File: src/rtl/mem_copy_dma_pkg.sv
// Shared types and constants for the memory-to-memory copy engine.
//   state_e : copy FSM states
//   MEM_AW  : default active word-address width of the attached memory
package mem_copy_dma_pkg;

    localparam int MEM_AW = 10;

    typedef enum logic [1:0] {
        S_IDLE  = 2'd0,
        S_READ  = 2'd1,
        S_WRITE = 2'd2,
        S_DONE  = 2'd3
    } state_e;

endpackage

File: src/rtl/mem_copy_dma.sv
// Single-port memory copy engine. Reads one word and writes one word per
// pair of cycles, copying len words from src_addr to dst_addr inside the
// same word-addressed memory. Overlapping forward copies run top-down.
//   clock, reset      : clock, asynchronous active-low reset
//   start             : copy request, sampled in IDLE only
//   src_addr/dst_addr : first source/destination word address
//   len               : word count 0..2^AW
//   busy, done        : status (done is a one-cycle pulse)
//   mem_ren/mem_wen   : memory read/write enables (never both set)
//   mem_addr/mem_din  : memory address and write data
//   mem_dout          : combinational memory read data
module mem_copy_dma
    import mem_copy_dma_pkg::*;
#(
    parameter int N  = 32,
    parameter int AW = MEM_AW
) (
    input  logic          clock,
    input  logic          reset,
    input  logic          start,
    input  logic [AW-1:0] src_addr,
    input  logic [AW-1:0] dst_addr,
    input  logic [AW:0]   len,
    output logic          busy,
    output logic          done,
    output logic          mem_ren,
    output logic          mem_wen,
    output logic [N-1:0]  mem_addr,
    output logic [N-1:0]  mem_din,
    input  logic [N-1:0]  mem_dout
);

    localparam logic [AW-1:0] A_ONE = {{(AW-1){1'b0}}, 1'b1};
    localparam logic [AW:0]   C_ONE = {{AW{1'b0}}, 1'b1};

    state_e        state_q, state_d;
    logic [AW-1:0] src_q, src_d;
    logic [AW-1:0] dst_q, dst_d;
    logic [AW:0]   cnt_q, cnt_d;
    logic [N-1:0]  data_q, data_d;
    logic          desc_q, desc_d;

    // Outputs are registered, decoded from the next state so they line up
    // with the state they describe.
    logic          busy_q, busy_d;
    logic          done_q, done_d;
    logic          ren_q, ren_d;
    logic          wen_q, wen_d;
    logic [N-1:0]  addr_q, addr_d;
    logic [N-1:0]  din_q, din_d;

    always_comb begin
        state_d = state_q;
        src_d   = src_q;
        dst_d   = dst_q;
        cnt_d   = cnt_q;
        data_d  = data_q;
        desc_d  = desc_q;
        case (state_q)
            S_IDLE: begin
                if (start) begin
                    desc_d = dst_addr > src_addr;
                    cnt_d  = len;
                    // A forward overlap must copy from the top down. Using only
                    // the low AW bits of len keeps len=2^AW correct modulo 2^AW.
                    if (dst_addr > src_addr) begin
                        src_d = src_addr + len[AW-1:0] - A_ONE;
                        dst_d = dst_addr + len[AW-1:0] - A_ONE;
                    end else begin
                        src_d = src_addr;
                        dst_d = dst_addr;
                    end
                    state_d = (len != '0) ? S_READ : S_DONE;
                end
            end
            S_READ: begin
                data_d  = mem_dout;
                state_d = S_WRITE;
            end
            S_WRITE: begin
                src_d   = desc_q ? src_q - A_ONE : src_q + A_ONE;
                dst_d   = desc_q ? dst_q - A_ONE : dst_q + A_ONE;
                cnt_d   = cnt_q - C_ONE;
                state_d = (cnt_q == C_ONE) ? S_DONE : S_READ;
            end
            default: state_d = S_IDLE;
        endcase

        busy_d = state_d != S_IDLE;
        done_d = state_d == S_DONE;
        ren_d  = state_d == S_READ;
        wen_d  = state_d == S_WRITE;
        addr_d = '0;
        din_d  = '0;
        if (state_d == S_READ) begin
            addr_d = {{(N-AW){1'b0}}, src_d};
        end else if (state_d == S_WRITE) begin
            addr_d = {{(N-AW){1'b0}}, dst_d};
            din_d  = data_d;
        end
    end

    always_ff @(posedge clock or negedge reset) begin
        if (!reset) begin
            state_q <= S_IDLE;
            src_q   <= '0;
            dst_q   <= '0;
            cnt_q   <= '0;
            data_q  <= '0;
            desc_q  <= 1'b0;
            busy_q  <= 1'b0;
            done_q  <= 1'b0;
            ren_q   <= 1'b0;
            wen_q   <= 1'b0;
            addr_q  <= '0;
            din_q   <= '0;
        end else begin
            state_q <= state_d;
            src_q   <= src_d;
            dst_q   <= dst_d;
            cnt_q   <= cnt_d;
            data_q  <= data_d;
            desc_q  <= desc_d;
            busy_q  <= busy_d;
            done_q  <= done_d;
            ren_q   <= ren_d;
            wen_q   <= wen_d;
            addr_q  <= addr_d;
            din_q   <= din_d;
        end
    end

    assign busy     = busy_q;
    assign done     = done_q;
    assign mem_ren  = ren_q;
    assign mem_wen  = wen_q;
    assign mem_addr = addr_q;
    assign mem_din  = din_q;

endmodule
File: config.mk
export PLATFORM = sky130hd
export DESIGN_NAME = mem_copy_dma
export DESIGN_NICKNAME = d
export VERILOG_FILES = /design/src/rtl/mem_copy_dma_pkg.sv /design/src/rtl/mem_copy_dma.sv
export SDC_FILE = /design/constraint.sdc
export NUM_CORES = 1
export LEC_CHECK = 0
export CORE_UTILIZATION = 46
export CTS_CLUSTER_SIZE = 25
export DETAILED_ROUTE_END_ITERATION = 16
export GPL_ROUTABILITY_DRIVEN = 0
export PLACE_DENSITY = 0.75
export REMOVE_ABC_BUFFERS = 1
export SLEW_MARGIN = 20
export SYNTH_ARGS = -nofsm -noshare
export SYNTH_HDL_FRONTEND = slang
export SYNTH_SLANG_ARGS = --single-unit
File: constraint.sdc
create_clock -name clock -period 5.4 [get_ports clock]
set_input_delay 1.62 -clock clock [delete_from_list [all_inputs] [get_ports clock]]
set_output_delay 1.62 -clock clock [all_outputs]
set_load 0.005 [all_outputs]
==> flow_summary.ini, run 1 <==
[clock_tree]
numCtsBuffers = 9
cts.repair.resized = 0
cts_max_level = 3
cts_root_buffer = clkbuf_16
ctsHoldBuffers = 0
clock_latency_ps = 340
clock-sinks = 80
cts_tree = done
path_clk_slew_ps = 60
clock_path_buffers = 2
post_cts_buffers = 0

[yosys]
syn_area_um2 = 5670
synth.distinct_cells = 65
synth_edf_count = 0
async_reset_ff_frac = 1.00
synth_area_per_cell_um2 = 9.18
synth_flop_cell = dfrtp_1
ys_seq_area_frac = 0.353
yosysWarnings = 0
synthCells = 618
synth_seq_cells = 80

[floorplan]
die_area_um2 = 12800
core_um2 = 12000
start_util = 0.472
row_count = 40
die_w_um = 113
die_y_um = 113
num_io_pins = 134

[sta]
setup_violations = 0
period_minus_slack_ps = 4540
rsz0062_at_grt = false
hold_viol = 0
skew_ps = 5.32
slew_violations = 0
layout_worst_path_cycle_share = 0.840
worst_slew_pin_slew_ps = 991
fmax_ghz = 0.220
tns_ps = 0
slew_headroom = 0.339
hold_ws_ps = 496

[setup_path]
critPathTopFamily = adder cells
crit_type = input port to flop
max_stage_delay_ps = 600
cpMostUsedCell = inv_1
critPathBufInv = 4
crit_required_ps = 5620
slowest_stage = clkdlybuf4s50_1
end_kind = flop
r2r_start = desc_q
cp.arrival_ps = 4750
cp-startpoint = len[1]
cp_max_fo = 3
cp-start-kind = input port
worstPathCellList = clkdlybuf4s50_1, inv_1, ha_1, inv_1, ha_1, inv_1, fa_1, nor2b_1, o2111ai_1, and4_1, o21ai_0, nand3b_1, xnor2_1, o221a_2, o22a_1

[power]
intPower_mw = 1.16
p_per_area_nw_per_um2 = 221
power_frac_clock = 0.417
ir_worst_vdd_uv = 141
leakagePower_nw = 3.35
p_sw_mw = 0.406
p_comb_frac = 0.200
seq_power_share = 0.383
swShare = 0.258

[hold_path]
hp-start = cnt_q[10]
min-delay-path-class = flop to flop

[cells_and_area]
final_common_cell = clkdlybuf4s50_1
drive_gt1_frac = 0.0618
nets = 855
fillCellCount = 1058
n_antenna_cell = 0
final_cell_mix = clkdlybuf4s50_1 (110), dfrtp_1 (80), inv_1 (74)
areaGrowthSynthToFinish_pct = 25.6

[placed_design]
portBuffers = 111
place_hpwl_um = 10800

[grt]
grt_pass1_wl_um = 23300
grt_max_degree = 81
overflow = 0
grt_usage = 0.233
antenna_found_initial = 0
grt_pass1_vias = 4839

[route]
drc = 0
drt_first_pass_iters = 5
drt_first_iter_violations = 470
antenna_left = 0
vias_per_cell = 5.53
routed_wl_um = 14300
dr_total_vias = 4835
routedWlPerCell_um = 16.3

[run_status]
status = complete, no violations

[job]
maxCapViolations = 0
-- stage by stage --
step,total power [mW],worst slack (ps),util,cell area (um^2),instances
global placement,0.915,643,0.566,6800,859
CTS,1.58,918,0.593,7120,875
finish,1.57,862,0.593,7120,875
detailed placement,0.923,536,0.566,6800,859
global route,1.64,746,0.593,7120,875
floorplan,0.806,1190,-,5460,596
-- state kept, by name (all words and copies together) (netlist names) --
| signal | cells |
|---|---|
| mem_ren | 1 |
| desc_q | 1 |
| dst_q | 10 |
| mem_addr | 10 |
| src_q | 10 |
| cnt_q | 11 |
| busy | 1 |
| state_q | 2 |
| mem_din | 32 |
| mem_wen | 1 |
| done | 1 |
-- Yosys cell counts, drive strengths merged, types with 8 or more instances --
library cell	instances	area (um^2)
a22oi	11	87.6
a21oi	35	186
mux2i	11	110
dfrtp	80	2000
xor2	18	165
o21ai	40	204
o22ai	8	50.1
inv	74	278
and2	32	200
nand2	45	171
xnor2	15	131
ha	62	776
nor3	11	55.1
buf	33	248
nor2	37	141
clkbuf	10	37.5
-- logic make-up after synthesis --
family / Yosys count / synth area share
AO/OA/AOI/OAI: 150 / 0.183
XOR/XNOR: 33 / 0.0523
adder cells (fa/ha/maj): 66 / 0.151
buffers and inverters: 117 / 0.0993
flip-flops: 80 / 0.353
multiplexers: 13 / 0.0234
other: 1 / 0.000661
AND/OR/NAND/NOR: 158 / 0.138
-- worst register-to-register path, cell delays in order (launching register included) --
cell      delay (ps)
dfrtp_1          920
ha_1             430
o21ai_0          280
o21ai_1          130
a31oi_2          230
o21bai_1         100
a21oi_2          190
xor2_2           120
o221a_2          330
o22a_1           190
-- per-layer routing --
metal	vias to the layer above	part of all wire	GRT usage	routed length, um
li1	2302	-	-	-
met1	2263	0.43	0.287	6130
met2	237	0.47	0.393	6640
met3	33	0.079	0.0514	1120
met4	0	0.027	0.0982	382
met5	-	0	0	0
-- layout make-up --
| type | count | area, um^2 | area share |
|---|---|---|---|
| multi-input combinational | 442 | 3190 | 0.448 |
| inverter | 74 | 278 | 0.0390 |
| clock buffer | 11 | 243 | 0.0341 |
| clock inverter | 5 | 80.1 | 0.0112 |
| timing repair buffer | 116 | 1150 | 0.161 |
| tap | 147 | 184 | 0.0258 |
| sequential | 80 | 2000 | 0.281 |
-- path summary, 6_finish.rpt --
kind / to / slack (ps) / cells after the start
max in group asynchronous: mem_addr[0] / 3320 / 1
hold / removal: cnt_q[10] / 500 / 2
hold reg to reg: cnt_q[10] / 500 / 2
setup / recovery: src_q[9] / 860 / 15
min in group asynchronous: mem_din[8] / 1450 / 1
setup reg to reg: src_q[9] / 2360 / 9
-- power groups by stage --
| stage | logic (mW) | registers, mW | clock network (mW) |
|---|---|---|---|
| global placement | 0.302 | 0.613 | 0 |
| global route | 0.348 | 0.601 | 0.695 |
| detailed placement | 0.311 | 0.613 | 0 |
| CTS | 0.313 | 0.602 | 0.667 |
| finish | 0.315 | 0.602 | 0.655 |
| floorplan | 0.193 | 0.613 | 0 |
(Power assumes the default switching activity.)
==> inputs of run 2 (changes only) <==
clock period = 4.7 ns   (was 5.4 ns; I/O delays follow)
==> run 2 against run 1 <==
  * Die area stayed put
  * First-iteration DRC count is 25% lower
  * Core utilization is 0.26 points higher
  * Combinational power is 16% higher
  * Cell area is 0.44% higher
  * Highest routed layer unchanged
  * Clock skew is 1.1 ps higher
  * Global-route usage is 0.60 points lower
==> flow_summary.ini, run 2 (synthesis gave the netlist of run 1 again) <==
[clock_tree]
clock_latency_ps = 330
post_cts_buffers = 0
ctsHoldBuffers = 0
numCtsBuffers = 9
path_clk_slew_ps = 60
cts_tree = done
cts_max_level = 3
cts.repair.resized = 0
clock-sinks = 80
clock_path_buffers = 2
cts_root_buffer = clkbuf_16

[floorplan]
die_area_um2 = 12800
num_io_pins = 134
start_util = 0.472
row_count = 40
die_y_um = 113
core_um2 = 12000
die_w_um = 113

[cells_and_area]
multiInputGateArea_um2 = 3190
nets = 860
final_common_cell = clkdlybuf4s50_1
post-route-util = 0.595
fin_cells = 880
n_antenna_cell = 0
seq_area_um2 = 2000
fillCellCount = 1047
final_cell_mix = clkdlybuf4s50_1 (110), dfrtp_1 (80), inv_1 (74)
final_cell_area_um2 = 7150
drive_gt1_frac = 0.0696
areaGrowthSynthToFinish_pct = 26.1
largest_reg_flops = 32

[sta]
slew_violations = 0
worst_slew_pin_slew_ps = 993
period_minus_slack_ps = 4240
slew_headroom = 0.335
tns_ps = 0
layout_worst_path_cycle_share = 0.901
hold_viol = 0
skew_ps = 6.45
setup_violations = 0
rsz0062_at_grt = false
fin_ws_ps = 465
fmax_ghz = 0.236
hold_ws_ps = 516

[route]
vias_per_cell = 5.48
routedWlPerCell_um = 15.9
antenna_left = 0
drc = 0
routed_wl_um = 14000
dr_total_vias = 4821
drt_first_iter_violations = 354
drt_first_pass_iters = 5

[setup_path]
r2r_start = desc_q
max_stage_delay_ps = 530
end_kind = flop
cp_max_fo = 3
crit_required_ps = 4920
worst_r2r_endpoint = mem_addr[8]
cp.arrival_ps = 4450
slowest_stage = clkdlybuf4s50_1
rrSetupSlack_ps = 1580
cp-start-kind = input port
crit_type = input port to flop
cpMostUsedCell = inv_1
worstPathCellList = clkdlybuf4s50_1, inv_1, ha_1, inv_1, ha_1, inv_1, fa_1, nor2b_1, o2111ai_1, and4_1, o21ai_0, nand3b_1, xnor2_1, o221a_2, o22a_1
reg2reg_depth = 9

[grt]
grt_pass1_wl_um = 22700
antenna_found_initial = 0
met1_usage = 0.288
grtUsageMet3 = 0.0445
top_usage_layer = met2
overflow = 0
use_met2 = 0.385
grt_usage = 0.227
grt_pass1_vias = 4609
grt_max_degree = 81

[placed_design]
placed_area_um2 = 6830
place_hpwl_um = 10700
pre_cts_slack_ps = 167
portBuffers = 111
dpl.cell_count = 863

[power]
p_per_area_nw_per_um2 = 246
leakagePower_nw = 3.37
report.power.total_mw = 1.76
ir_worst_vdd_uv = 176

[hold_path]
hold_end = cnt_q[10]
min-delay-path-class = flop to flop
hp-start = cnt_q[10]
whs_path_depth = 2

[run_status]
status = complete, no violations

[job]
maxCapViolations = 0
[run 2: worst max path at each step]
stage / from / to / slack, ps / cells after the start
after floorplan: src_addr[5] / src_q[9] / 700 / 10
after global placement: len[1] / src_q[9] / 260 / 15
after detailed placement: len[1] / src_q[9] / 170 / 15
after CTS: len[1] / src_q[9] / 510 / 15
after global routing: len[1] / src_q[9] / 270 / 15
final: len[1] / src_q[9] / 460 / 15
[run 2: layout make-up]
cell class                      count  share of cell area
Clock buffer                       10              0.0334
Clock inverter                      6             0.00910
Inverter                           74              0.0388
Multi-Input combinational cell    442               0.446
Sequential cell                    80               0.280
Tap cell                          147              0.0257
Timing Repair Buffer              121               0.167
[run 2: power by group]
part	switching, mW	internal [mW]
logic	0.191	0.173
registers	0.000503	0.691
clock network	0.279	0.427
total	0.470	1.29
[run 2: routing by layer]
metal	wire, um	up-vias
met3	1060	25
met4	335	0
met2	6510	230
li1	-	2308
met1	6130	2258
met5	0	-
[run 2: critical path: cells and delay by family]
kind                       cells  cell delay, ps
adders and majority gates      3             870
buffers and inverters          4             780
AOI/OAI and AO/OA              4             740
and+or+nand+nor                3             480
xor gates and xnor gates       1             180
